$ cat src/rtl/nexi_uart_pkg.sv
// Shared UART definitions: one-hot FSM state encoding and default framing constants.
package nexi_uart_pkg;

  localparam int unsigned UART_CLKS_PER_BIT = 16;
  localparam int unsigned UART_DATA_BITS    = 8;

  typedef enum logic [4:0] {
    ST_IDLE   = 5'b00001,
    ST_START  = 5'b00010,
    ST_DATA   = 5'b00100,
    ST_PARITY = 5'b01000,
    ST_STOP   = 5'b10000
  } uart_state_t;

endpackage

$ cat src/rtl/nexi_uart_sync.sv
// Two-flop synchronizer for a single asynchronous input; reset value is parameterised.
module nexi_uart_sync #(
  parameter logic RST_VAL = 1'b1
) (
  input  logic clk,
  input  logic rst_n,
  input  logic d,
  output logic q
);

  logic meta;

  always_ff @(posedge clk) begin
    if (!rst_n) begin
      meta <= RST_VAL;
      q    <= RST_VAL;
    end else begin
      meta <= d;
      q    <= meta;
    end
  end

endmodule

$ cat src/rtl/nexi_uart_rx.sv
// UART receiver: mid-bit sampling, one-deep output register with sticky error flags.
// Optional parity stage enabled by defining NEXI_UART_RX_PARITY_EN.
module nexi_uart_rx
  import nexi_uart_pkg::*;
#(
`ifdef NEXI_UART_RX_PARITY_EN
  parameter bit          PARITY_ODD   = 1'b0,
`endif
  parameter int unsigned CLKS_PER_BIT = UART_CLKS_PER_BIT,
  parameter int unsigned DATA_BITS    = UART_DATA_BITS
) (
  input  logic                 clk,
  input  logic                 rst_n,
  input  logic                 rx_pin,
  output logic [DATA_BITS-1:0] data,
  output logic                 data_valid,
  input  logic                 data_ack,
  output logic                 frame_err,
  output logic                 overrun,
  input  logic                 err_clr,
`ifdef NEXI_UART_RX_PARITY_EN
  output logic                 parity_err,
`endif
  output logic                 busy
);

  localparam int unsigned CW = $clog2(CLKS_PER_BIT);
  localparam int unsigned BW = $clog2(DATA_BITS);
  localparam logic [CW-1:0] HALF = CW'(CLKS_PER_BIT / 2 - 1);
  localparam logic [CW-1:0] FULL = CW'(CLKS_PER_BIT - 1);

  uart_state_t          state, state_nxt;
  logic [CW-1:0]        cnt, cnt_nxt;
  logic [BW-1:0]        bits, bits_nxt;
  logic [DATA_BITS-1:0] sh;
  logic                 rx_s, tick, shift_en, stop_smp, byte_done, armed;
`ifdef NEXI_UART_RX_PARITY_EN
  logic                 par_smp;
`endif

  nexi_uart_sync #(.RST_VAL(1'b1)) u_sync (
    .clk   (clk),
    .rst_n (rst_n),
    .d     (rx_pin),
    .q     (rx_s)
  );

  always_ff @(posedge clk) begin
    if (!rst_n) begin
      state <= ST_IDLE;
      cnt   <= '0;
      bits  <= '0;
    end else begin
      state <= state_nxt;
      cnt   <= cnt_nxt;
      bits  <= bits_nxt;
    end
  end

  always_comb begin
    state_nxt = state;
    cnt_nxt   = cnt;
    bits_nxt  = bits;
    shift_en  = 1'b0;
    stop_smp  = 1'b0;
`ifdef NEXI_UART_RX_PARITY_EN
    par_smp   = 1'b0;
`endif
    tick      = (cnt == '0);
    unique case (state)
      ST_IDLE: begin
        if (!rx_s && armed) begin
          state_nxt = ST_START;
          cnt_nxt   = HALF;
        end
      end
      ST_START: begin
        if (!tick) begin
          cnt_nxt = cnt - 1'b1;
        end else if (!rx_s) begin
          state_nxt = ST_DATA;
          cnt_nxt   = FULL;
          bits_nxt  = '0;
        end else begin
          state_nxt = ST_IDLE;
        end
      end
      ST_DATA: begin
        if (!tick) begin
          cnt_nxt = cnt - 1'b1;
        end else begin
          shift_en = 1'b1;
          cnt_nxt  = FULL;
          if (bits == BW'(DATA_BITS - 1)) begin
            bits_nxt = '0;
`ifdef NEXI_UART_RX_PARITY_EN
            state_nxt = ST_PARITY;
`else
            state_nxt = ST_STOP;
`endif
          end else begin
            bits_nxt = bits + 1'b1;
          end
        end
      end
      ST_PARITY: begin
`ifdef NEXI_UART_RX_PARITY_EN
        if (!tick) begin
          cnt_nxt = cnt - 1'b1;
        end else begin
          par_smp   = 1'b1;
          cnt_nxt   = FULL;
          state_nxt = ST_STOP;
        end
`else
        state_nxt = ST_IDLE;
`endif
      end
      ST_STOP: begin
        if (!tick) begin
          cnt_nxt = cnt - 1'b1;
        end else begin
          stop_smp  = 1'b1;
          cnt_nxt   = '0;
          state_nxt = ST_IDLE;
        end
      end
      default: state_nxt = ST_IDLE;
    endcase
  end

  // armed drops on a low stop bit so a stuck-low line cannot retrigger START
  always_ff @(posedge clk) begin
    if (!rst_n) begin
      sh         <= '0;
      byte_done  <= 1'b0;
      armed      <= 1'b0;
      data       <= '0;
      data_valid <= 1'b0;
      frame_err  <= 1'b0;
      overrun    <= 1'b0;
    end else begin
      if (shift_en)
        sh <= {rx_s, sh[DATA_BITS-1:1]};
      byte_done <= stop_smp;

      if (stop_smp && !rx_s)
        armed <= 1'b0;
      else if (state == ST_IDLE && rx_s)
        armed <= 1'b1;

      if (byte_done) begin
        data       <= sh;
        data_valid <= 1'b1;
      end else if (data_ack) begin
        data_valid <= 1'b0;
      end

      if (stop_smp && !rx_s)
        frame_err <= 1'b1;
      else if (err_clr)
        frame_err <= 1'b0;

      if (byte_done && data_valid && !data_ack)
        overrun <= 1'b1;
      else if (err_clr)
        overrun <= 1'b0;
    end
  end

`ifdef NEXI_UART_RX_PARITY_EN
  always_ff @(posedge clk) begin
    if (!rst_n)
      parity_err <= 1'b0;
    else if (par_smp && (rx_s != ((^sh) ^ PARITY_ODD)))
      parity_err <= 1'b1;
    else if (err_clr)
      parity_err <= 1'b0;
  end
`endif

  assign busy = (state != ST_IDLE);

endmodule

$ cat config.mk
export PLATFORM = sky130hd
export DESIGN_NAME = nexi_uart_rx
export DESIGN_NICKNAME = d
export VERILOG_FILES = /design/src/rtl/nexi_uart_pkg.sv /design/src/rtl/nexi_uart_sync.sv /design/src/rtl/nexi_uart_rx.sv
export SDC_FILE = /design/constraint.sdc
export NUM_CORES = 1
export LEC_CHECK = 0
export ABC_AREA = 1
export ABC_CLOCK_PERIOD_IN_PS = 1300
export BUFFER_PORTS_ARGS = -buffer_cell sky130_fd_sc_hd__buf_2
export CAP_MARGIN = 10
export CORE_MARGIN = 4
export CORE_UTILIZATION = 24
export CTS_BUF_LIST = sky130_fd_sc_hd__clkbuf_8 sky130_fd_sc_hd__clkbuf_16
export DETAILED_ROUTE_END_ITERATION = 12
export SKIP_CTS_REPAIR_TIMING = 1
export SLEW_MARGIN = 20
export SYNTH_ARGS = -nofsm -noshare
export SYNTH_HDL_FRONTEND = slang
export SYNTH_SLANG_ARGS = --single-unit
$ cat constraint.sdc
create_clock -name clk -period 1.3 [get_ports clk]
set_input_delay 0 -clock clk [delete_from_list [all_inputs] [get_ports clk]]
set_output_delay 0 -clock clk [all_outputs]
set_load 0.005 [all_outputs]
==> results of run 1 <==
## final timing paths
kind,startpoint,end,depth (start not counted)
worst min-delay path,rst_n,bits[2],3
worst min register to register,u_sync.meta,u_sync.q,1
worst max register to register,state[1],state[0],7
worst max-delay path,state[1],state[0],7
## routing by layer
layer / part of all wire / wire length [um] / vias to the layer above
li1: - / - / 731
met1: 0.46 / 1600 / 627
met2: 0.47 / 1630 / 21
met3: 0.046 / 158 / 7
met4: 0.014 / 48 / 0
met5: 0 / 0 / -
## cell type report
class	count	area share
inverters	22	0.0453
well taps	75	0.0472
multi-input cells	153	0.397
repair buffers	28	0.0894
clock buffers	6	0.0416
flip-flops and latches	34	0.349
clock inverters	2	0.0302
## flip-flops by register name (all words and copies together) (netlist names)
register / count
u_sync.meta: 1
u_sync.q: 1
sh: 8
state: 4
armed: 1
byte_done: 1
data: 8
cnt: 4
overrun: 1
bits: 3
frame_err: 1
data_valid: 1
## tightest hold or removal path: stages
cell and delay [ns]:
buf_2 0.10, inv_2 0.09, a21oi_2 0.10
## power by group through the flow
stage | sequential (uW) | combinational, uW | clock, uW
after global routing | 1320 | 1460 | 1280
after CTS | 1250 | 1130 | 1240
after detailed placement | 1270 | 1130 | 0
final | 1300 | 1280 | 1210
after global placement | 1270 | 1120 | 0
after floorplan | 1260 | 790 | 0
## per-stage QoR
stage	instances	total power (uW)	setup slack [ns]
finish	320	3790	0.0515
detailed placement	307	2400	0.0174
global placement	307	2390	0.0238
global route	320	4060	-0.00118
CTS	315	3630	-0.00231
floorplan	213	2050	0.152
## layout by cell type (no fill, tap or decap), types with 2 or more instances in the layout
cell type and count:
dfxtp_2 4, nor2_1 51, inv_2 4, a21oi_1 6, inv_4 3, nor2_4 5, o21ai_0 21, nand3_4 2
nand3_1 8, bufinv_16 2, clkbuf_8 6, a21oi_2 4, dlygate4sd3_1 3, nand3_2 4, nand2_1 35, buf_2 16
dfxtp_4 2, or2_2 2, buf_4 9, inv_1 14, dfxtp_1 28, nand2_2 8
## cells by family (layout without fill, tap and decap cells)
family / after synthesis / after routing / synth area share
and+or+nand+nor: 118 / 118 / 0.342
DFF: 34 / 34 / 0.451
AOI/OAI and AO/OA: 33 / 33 / 0.119
buffers and inverters: 26 / 58 / 0.0713
adders and majority gates: 2 / 2 / 0.0166
==> impl_results.md, run 1 <==
* Slowest cell on the critical path: dfxtp_4
* Max-slew violations at 0
* Time the worst path needs with I/O delays and setup at approximately 1.2 ns
* Met1 usage at 0.112
* Footprint of the multi-input gates at 790 um2
* Yosys top cell by area: dfxtp_1
* #FFs+latches synth at 34
* Final setup fails at 0
* Final hold vios at 0
* # IOs at 17
* Worst Path Arrival at 1.41 ns
* Layout cells sized above 1 at 0.302
* Final core occ at 0.330
* Sequential fraction of design power at 0.344
* Mapped Cells at 213
* CP endpoint kind: flop
* Buf+Inv Stages, Crit Path at 1
* Tightest Pin Transition at 0.264 ns
* Die Ht at between 80 and 90 um
* Largest net degree at the start of global routing at 26
* Kind of start point of the critical path: flop
* FMAX at between 0.8 and 0.9 GHz
* First-pass DRT Iterations at 4
* Most instantiated library cell after synthesis: nor2_1
* Worst R2R Setup Slack at between 0.05 and 0.06 ns
* Combinational power share at 0.337
* Synth Area per Inst at between 7 and 8 um2
* Initial antenna violation count at 0
* # DRC at 0
* Hold WS at roughly 0.036 ns
* First-pass GRT wire length at approximately 5500 um
* Number of synthesized flops with an enable pin at 0
* Met3 GRT Util at 0.0350
* Slew headroom at 0.823
* Most frequent CP cell: nand2_1
* WS Path Type: reg2reg
* Seq. cell area at 693 um2
* Number of synthesis warnings at 0
* Area Overhead vs Synth at 31.7%
* Antenna diodes at 0
* CTS Buf Count at 5
* Initial DRC count at between 50 and 60
* Clock transition at the registers of the reported paths at ~0.070 ns
* Outcome: completed
* CTS max path bufs at 2
* Ranking of synthesized cells by area: dfxtp_1, nor2_1, nand2_1, o21ai_0, inv_1
* Busiest grt layer: met2
* Number of max-cap violations at 0
* Met2 Use GR at 0.145
* Placement Cell Area at 0.00171 mm2
* FFs w/ async S/R, synth at 0
* Synthesized area at 0.00151 mm2
* Max Fanout on Critical Path at 5
* Pwr dens at around 1900 mW/mm2
* GRT Util Overall at 0.0907
* Period Utilization, post-route at 0.960
* Per-cell routed wire length at ~11 um
* HP Class: in2reg
* Library cells used by synthesis at 24
* Static Leak at 0.000936 uW
* Syn_nets at 220
* IO Port Bufs at 16
* Core area at around 0.006 mm2
* Sw Ratio at 0.339
* Crit-path leading delay family: simple AND/OR/NAND/NOR gates
* CTS H-Tree Depth at 2
* Total Wirelength at ~3400 um
* Max VDD drop at approximately 800 uV
* GP Congestion at ~0.79
* Top cells by count, synth: nor2_1, nand2_1, dfxtp_1
* Required time worst endpoint at between 1 and 1.5 ns
* Critical Path, Cell by Cell: nor2_4 > nand3_4 > buf_4 > nand2_1 > o21ai_0 > nand2_1 > nand3_1
* Design area at about 0.002 mm2
* Post-synth top area share at 0.451
* Clk pwr share at 0.319
* CTS tree: yes
* Top_reg_cell synth: dfxtp_1
* Die X at slightly below 90 um
* Clock Sinks at 34
* Seq/Total Area, Yosys at 0.451
* Die ar. at approximately 0.0076 mm2
* GRT overflow at 0
* Post-route ant nets at 0
* Worst skew pair latency at between 0.2 and 0.3 ns
* Layout filler cell count at approximately 650
* Final TNS setup at 0 ns
* P_int at approximately 2500 uW
* Clock skew at 0.00654 ns
* Sw power at 1290 uW
* Vias at approximately 1.4k
* Starting Density at 0.250
* Crit-path max cell delay at 0.37 ns
* DP HPWL at between 2000 and 2500 um
* Via density at around 4.3
* Clock root cell: clkbuf_8
* Rows at 28
* Final #Nets at ~250
* Vias in the first global route at around 1.3k
Note: power is estimated with default switching activity, not from simulation.
==> inputs of run 2 (changes only) <==
CELL_PAD_IN_SITES_DETAIL_PLACEMENT = 2   (was not set)
CELL_PAD_IN_SITES_GLOBAL_PLACEMENT = 2   (was not set)
PLACE_DENSITY_LB_ADDON = 0.1   (was not set)
REMOVE_ABC_BUFFERS = 1   (was not set)
==> impl_results.md, run 2 (same netlist as run 1, synthesis figures left out) <==
* Starting Density at 0.250 (unchanged)
* Most common cell after layout, fill and taps aside: nor2_1 (unchanged)
* P_int at 2510 uW (was 2500 uW)
* Worst skew pair latency at 0.29 ns (about the same)
* Max-slew violations at 0 (unchanged)
* Layout cells sized above 1 at 0.383 (was 0.302)
* Sequential fraction of design power at 0.324 (was 0.344)
* First-pass GRT wire length at 8060 um (was 5490 um)
* Time the worst path needs with I/O delays and setup at 1.33 ns (was 1.25 ns)
* GP Congestion at 0.842 (was 0.786)
* Max Fanout on Critical Path at 5 (unchanged)
* First-pass DRT Iterations at 4 (unchanged)
* CTS tree: yes (unchanged)
* Initial antenna violation count at 0 (unchanged)
* Most frequent CP cell: nor2_1 (was nand2_1)
* Outcome: complete, but fails checks (was completed)
* Most frequent cells in the layout: nor2_1, nand2_1, dfxtp_1 (unchanged)
* Critical Path, Cell by Cell: inv_4 > nand2_1 > nor2_2 > nand2_2 > nand2_4 > a21oi_4 > nor2_1 > nor2_1 (was nor2_4 > nand3_4 > buf_4 > nand2_1 > o21ai_0 > nand2_1 > nand3_1)
* CP endpoint kind: flop (unchanged)
* HP Class: in2reg (unchanged)
* GRT Util Overall at 0.137 (was 0.0907)
* Clk pwr share at 0.248 (was 0.319)
* Static Leak at 0.000986 uW (was 0.000936 uW)
* CTS Buf Count at 5 (unchanged)
* WS Path Type: reg2reg (unchanged)
* RSZ-0062 raised after global routing: yes
* DP Worst Slack at -0.117 ns (was 0.0174 ns)
* Sw power at 1600 uW (was 1290 uW)
* Pwr Total at 4110 uW (was 3790 uW)
* Final setup fails at 1 (was 0)
* CTS H-Tree Depth at 2 (unchanged)
* Regs by FF count: data x8, sh x8 (unchanged)
* Clock Sinks at 34 (unchanged)
* Met3 GRT Util at 0.0312 (was 0.0350)
* Via density at 4.56 (was 4.33)
* Rows at 28 (unchanged)
* Final hold vios at 2 (was 0)
* Final #Nets at 260 (was 251)
* DP HPWL at 3550 um (was 2390 um)
* Max VDD drop at 856 uV (was 800 uV)
* Largest net degree at the start of global routing at 23 (was 26)
* GRT overflow at 0 (unchanged)
* Busiest grt layer: met2 (unchanged)
* Required time worst endpoint at 1.48 ns (was 1.47 ns)
* Clock transition at the registers of the reported paths at 0.08 ns (was 0.07 ns)
* Die Ht at 87.3 um (unchanged)
* Hold WS at -0.0115 ns (was 0.0364 ns)
* Period Utilization, post-route at 1.02 (was 0.960)
* Vias at 1497 (was 1386)
* Crit-path max cell delay at 0.38 ns (was 0.37 ns)
* Clock skew at 0.0104 ns (was 0.00654 ns)
* Total Wirelength at 5210 um (was 3440 um)
* IO Port Bufs at 16 (unchanged)
* Kind of start point of the critical path: flop (unchanged)
* Buf+Inv Stages, Crit Path at 1 (unchanged)
* Die X at 87.3 um (unchanged)
* FMAX at 0.751 GHz (was 0.801 GHz)
* Die ar. at 0.00762 mm2 (unchanged)
* # IOs at 17 (unchanged)
* Sw Ratio at 0.390 (was 0.339)
* Slowest cell on the critical path: dfxtp_4 (unchanged)
* Core area at 0.00603 mm2 (unchanged)
* Tightest Pin Transition at 0.328 ns (was 0.264 ns)
* Failing checks: hold timing, setup timing
* Combinational power share at 0.428 (was 0.337)
* Post-route setup slack at -0.0311 ns (was 0.0515 ns)
* Met1 usage at 0.168 (was 0.112)
* # DRC at 0 (unchanged)
* Post-route ant nets at 0 (unchanged)
* Vias in the first global route at 1600 (was 1287)
* Antenna diodes at 0 (unchanged)
* Pwr dens at 1940 mW/mm2 (was 1910 mW/mm2)
* Crit-path leading delay family: simple AND/OR/NAND/NOR gates (unchanged)
* Initial DRC count at 67 (was 58)
* Slew headroom at 0.780 (was 0.823)
* Per-cell routed wire length at 15.9 um (was 10.7 um)
* Worst Path Arrival at 1.51 ns (was 1.41 ns)
* Clock root cell: clkbuf_8 (unchanged)
* CTS max path bufs at 2 (unchanged)
* Number of max-cap violations at 0 (unchanged)
* Area Overhead vs Synth at 40.5% (was 31.7%)
* Met2 Use GR at 0.237 (was 0.145)
## run 2: worst paths after layout
| kind | end | depth (start not counted) | slack [ns] | from |
|---|---|---|---|---|
| hold reg to reg | u_sync.q | 1 | 0.42 | u_sync.meta |
| setup / recovery | state[2] | 8 | -0.03 | state[2] |
| setup reg to reg | state[2] | 8 | -0.03 | state[2] |
| hold / removal | frame_err | 4 | -0.01 | err_clr |
## run 2: cell type report
class	count	area (um2)
clock buffer	6	82.6
clock inverter	1	30.0
fill	708	3910
inverter	22	103
multi-input combinational	153	868
sequential	34	701
tap	75	93.8
timing repair buffer	36	235
timing repair inverter	1	6.26
## run 2: power by group through the flow
stage	Combinational [uW]	Sequential [uW]	Clock (uW)
final	1760	1330	1020
after global routing	1950	1350	1100
after CTS	1200	1270	1040
after detailed placement	1180	1290	0
after global placement	1120	1280	0
after floorplan	780	1260	0
## run 2: worst register-to-register path, cell delays in order, from the launching register on
cell	delay, ns
dfxtp_4	0.38
inv_4	0.08
nand2_1	0.07
nor2_2	0.16
nand2_2	0.12
nand2_4	0.11
a21oi_4	0.04
nor2_1	0.17
nor2_1	0.08
## run 2: routing by layer
layer / share of wire / wire, um
met4: 0.014 / 71
met2: 0.53 / 2760
met5: 0 / 0
met1: 0.44 / 2280
met3: 0.019 / 101
## run 2: per-stage QoR
stage | hold WS, ns | TNS [ns] | utilization | area [um2] | instances
after CTS | -0.111 | -1.81 | 0.303 | 1820 | 314
after global routing | 0.00643 | -1.30 | 0.352 | 2120 | 328
after floorplan | 0.0841 | 0 | - | 1490 | 209
after global placement | 0.185 | -0.107 | 0.284 | 1710 | 307
final | -0.0115 | -0.0311 | 0.352 | 2120 | 328
after detailed placement | 0.193 | -1.35 | 0.284 | 1710 | 307
==> inputs of run 3 (changes only) <==
BUFFER_PORTS_ARGS = -buffer_cell sky130_fd_sc_hd__buf_4   (was -buffer_cell sky130_fd_sc_hd__buf_2)
==> impl_results.md, run 3 (same netlist as run 1, synthesis figures left out) <==
* Outcome: complete, but fails checks (unchanged)
* Failing checks: hold timing, setup timing (unchanged)
* Initial antenna violation count at 0 (unchanged)
* FMAX at 0.763 GHz (was 0.751 GHz)
* Regs by FF count: data x8, sh x8 (unchanged)
* Slew headroom at 0.814 (was 0.780)
* Worst Path Arrival at 1.50 ns (was 1.51 ns)
* Max Fanout on Critical Path at 6 (was 5)
* Tightest Pin Transition at 0.277 ns (was 0.328 ns)
* Antenna diodes at 0 (unchanged)
* Worst Hold Depth at 4 (unchanged)
* Crit-path max cell delay at 0.39 ns (was 0.38 ns)
* Design area at 0.00225 mm2 (was 0.00212 mm2)
* Clock root cell: clkbuf_8 (unchanged)
* Layout filler cell count at 703 (was 708)
* DP HPWL at 3580 um (was 3550 um)
* Period Utilization, post-route at 1.01 (was 1.02)
* CTS tree: yes (unchanged)
* Static Leak at 0.00101 uW (was 0.000986 uW)
* # DRC at 0 (unchanged)
* Starting Density at 0.250 (unchanged)
* Non-Filler Instances at 330 (was 328)
* Crit-path leading delay family: flip-flops (was simple AND/OR/NAND/NOR gates)
* Critical path depth at 8 (unchanged)
* First-pass DRT Iterations at 3 (was 4)
* RSZ-0062 raised after global routing: yes (unchanged)
* Most frequent cells in the layout: nor2_1, buf_4, nand2_1 (was nor2_1, nand2_1, dfxtp_1)
* Layout cells sized above 1 at 0.396 (was 0.383)
* Post-route setup slack at -0.0106 ns (was -0.0311 ns)
* CTS H-Tree Depth at 2 (unchanged)
* CP endpoint kind: flop (unchanged)
* Clock skew at 0.00720 ns (was 0.0104 ns)
* Max-slew violations at 0 (unchanged)
* Clock transition at the registers of the reported paths at 0.08 ns (about the same)
* HP Class: in2reg (unchanged)
* Die X at 87.3 um (unchanged)
* Area Overhead vs Synth at 48.9% (was 40.5%)
* Per-cell routed wire length at 15.7 um (was 15.9 um)
* Pwr dens at 1930 mW/mm2 (was 1940 mW/mm2)
* Rows at 28 (unchanged)
* Die Ht at 87.3 um (unchanged)
* Initial DRC count at 57 (was 67)
* Final core occ at 0.373 (was 0.352)
* GRT overflow at 0 (unchanged)
* DP Cell Count at 312 (was 307)
* Clock Sinks at 34 (unchanged)
* DP Worst Slack at -0.124 ns (was -0.117 ns)
* WS Path Type: reg2reg (unchanged)
* # IOs at 17 (unchanged)
* Final setup fails at 4 (was 1)
* Die ar. at 0.00762 mm2 (unchanged)
* Final hold vios at 3 (was 2)
* Time the worst path needs with I/O delays and setup at 1.31 ns (was 1.33 ns)
* Kind of start point of the critical path: flop (unchanged)
* Largest net degree at the start of global routing at 22 (was 23)
* Via density at 4.66 (was 4.56)
* Worst skew pair latency at 0.30 ns (was 0.29 ns)
* GP Congestion at 0.803 (was 0.842)
* CTS max path bufs at 2 (unchanged)
* IO Port Bufs at 16 (unchanged)
* Total Wirelength at 5170 um (was 5210 um)
* First-pass GRT wire length at 8140 um (was 8060 um)
* Most common cell after layout, fill and taps aside: nor2_1 (unchanged)
* Slowest cell on the critical path: dfxtp_4 (unchanged)
* Placement Cell Area at 0.00179 mm2 (was 0.00171 mm2)
* GRT Util Overall at 0.137 (about the same)
* Number of max-cap violations at 0 (unchanged)
* Buf+Inv Stages, Crit Path at 3 (was 1)
* Pwr Total at 4330 uW (was 4110 uW)
* Final #Nets at 261 (was 260)
* Core area at 0.00603 mm2 (unchanged)
* R2R depth at 8 (unchanged)
* Required time worst endpoint at 1.49 ns (was 1.48 ns)
* Post-route ant nets at 0 (unchanged)
* Vias in the first global route at 1660 (was 1600)
* Vias at 1538 (was 1497)
* Critical Path, Cell by Cell: inv_1 > nand2_2 > nor2_4 > buf_12 > nand2_8 > buf_6 > o21ai_2 > nor2_1 (was inv_4 > nand2_1 > nor2_2 > nand2_2 > nand2_4 > a21oi_4 > nor2_1 > nor2_1)
* Max VDD drop at 634 uV (was 856 uV)
* Hold WS at -0.0276 ns (was -0.0115 ns)
* CTS Buf Count at 5 (unchanged)
==> run 3: final cells by class <==
cell class,count,area (um2),area share
multi-input cells,153,898,0.400
clock inverters,3,68.8,0.0306
inverters,22,105,0.0468
flip-flops and latches,34,698,0.311
repair buffers,38,314,0.140
clock buffers,5,68.8,0.0306
well taps,75,93.8,0.0418
==> run 3: worst min-delay path, delay by kind of cell <==
family | cells | cell delay (ns)
AO/OA/AOI/OAI | 1 | 0.05
buffers and inverters | 2 | 0.12
AND/OR/NAND/NOR | 1 | 0.05
==> run 3: where the power goes <==
| part | leakage, uW | total, uW | switching (uW) | internal (uW) |
|---|---|---|---|---|
| combinational | 0.000659 | 1790 | 1060 | 737 |
| clock | 0.0000683 | 1220 | 451 | 769 |
| sequential | 0.000279 | 1320 | 140 | 1180 |
| total | 0.00101 | 4330 | 1650 | 2690 |
==> run 3: routing by layer <==
metal	global-route usage	share of wire	vias to the layer above
met5	0	0	-
met4	0.0377	0.019	0
met2	0.247	0.52	20
met1	0.161	0.43	755
li1	-	-	753
met3	0.0303	0.025	10
==> run 3: through the flow <==
stage | hold slack, ns | setup TNS (ns)
6_report | -0.0276 | -0.0206
5_1_grt | 0.00388 | -1.37
3_3_place_gp | 0.188 | -0.200
4_1_cts | -0.108 | -0.971
3_5_place_dp | 0.196 | -0.775
2_1_floorplan | 0.0841 | 0
==> run 3: worst paths after layout <==
path	start	to	slack, ns
hold reg to reg	u_sync.meta	u_sync.q	0.42
setup / recovery	state[0]	sh[2]	-0.01
hold / removal	err_clr	frame_err	-0.03
setup reg to reg	state[0]	sh[2]	-0.01
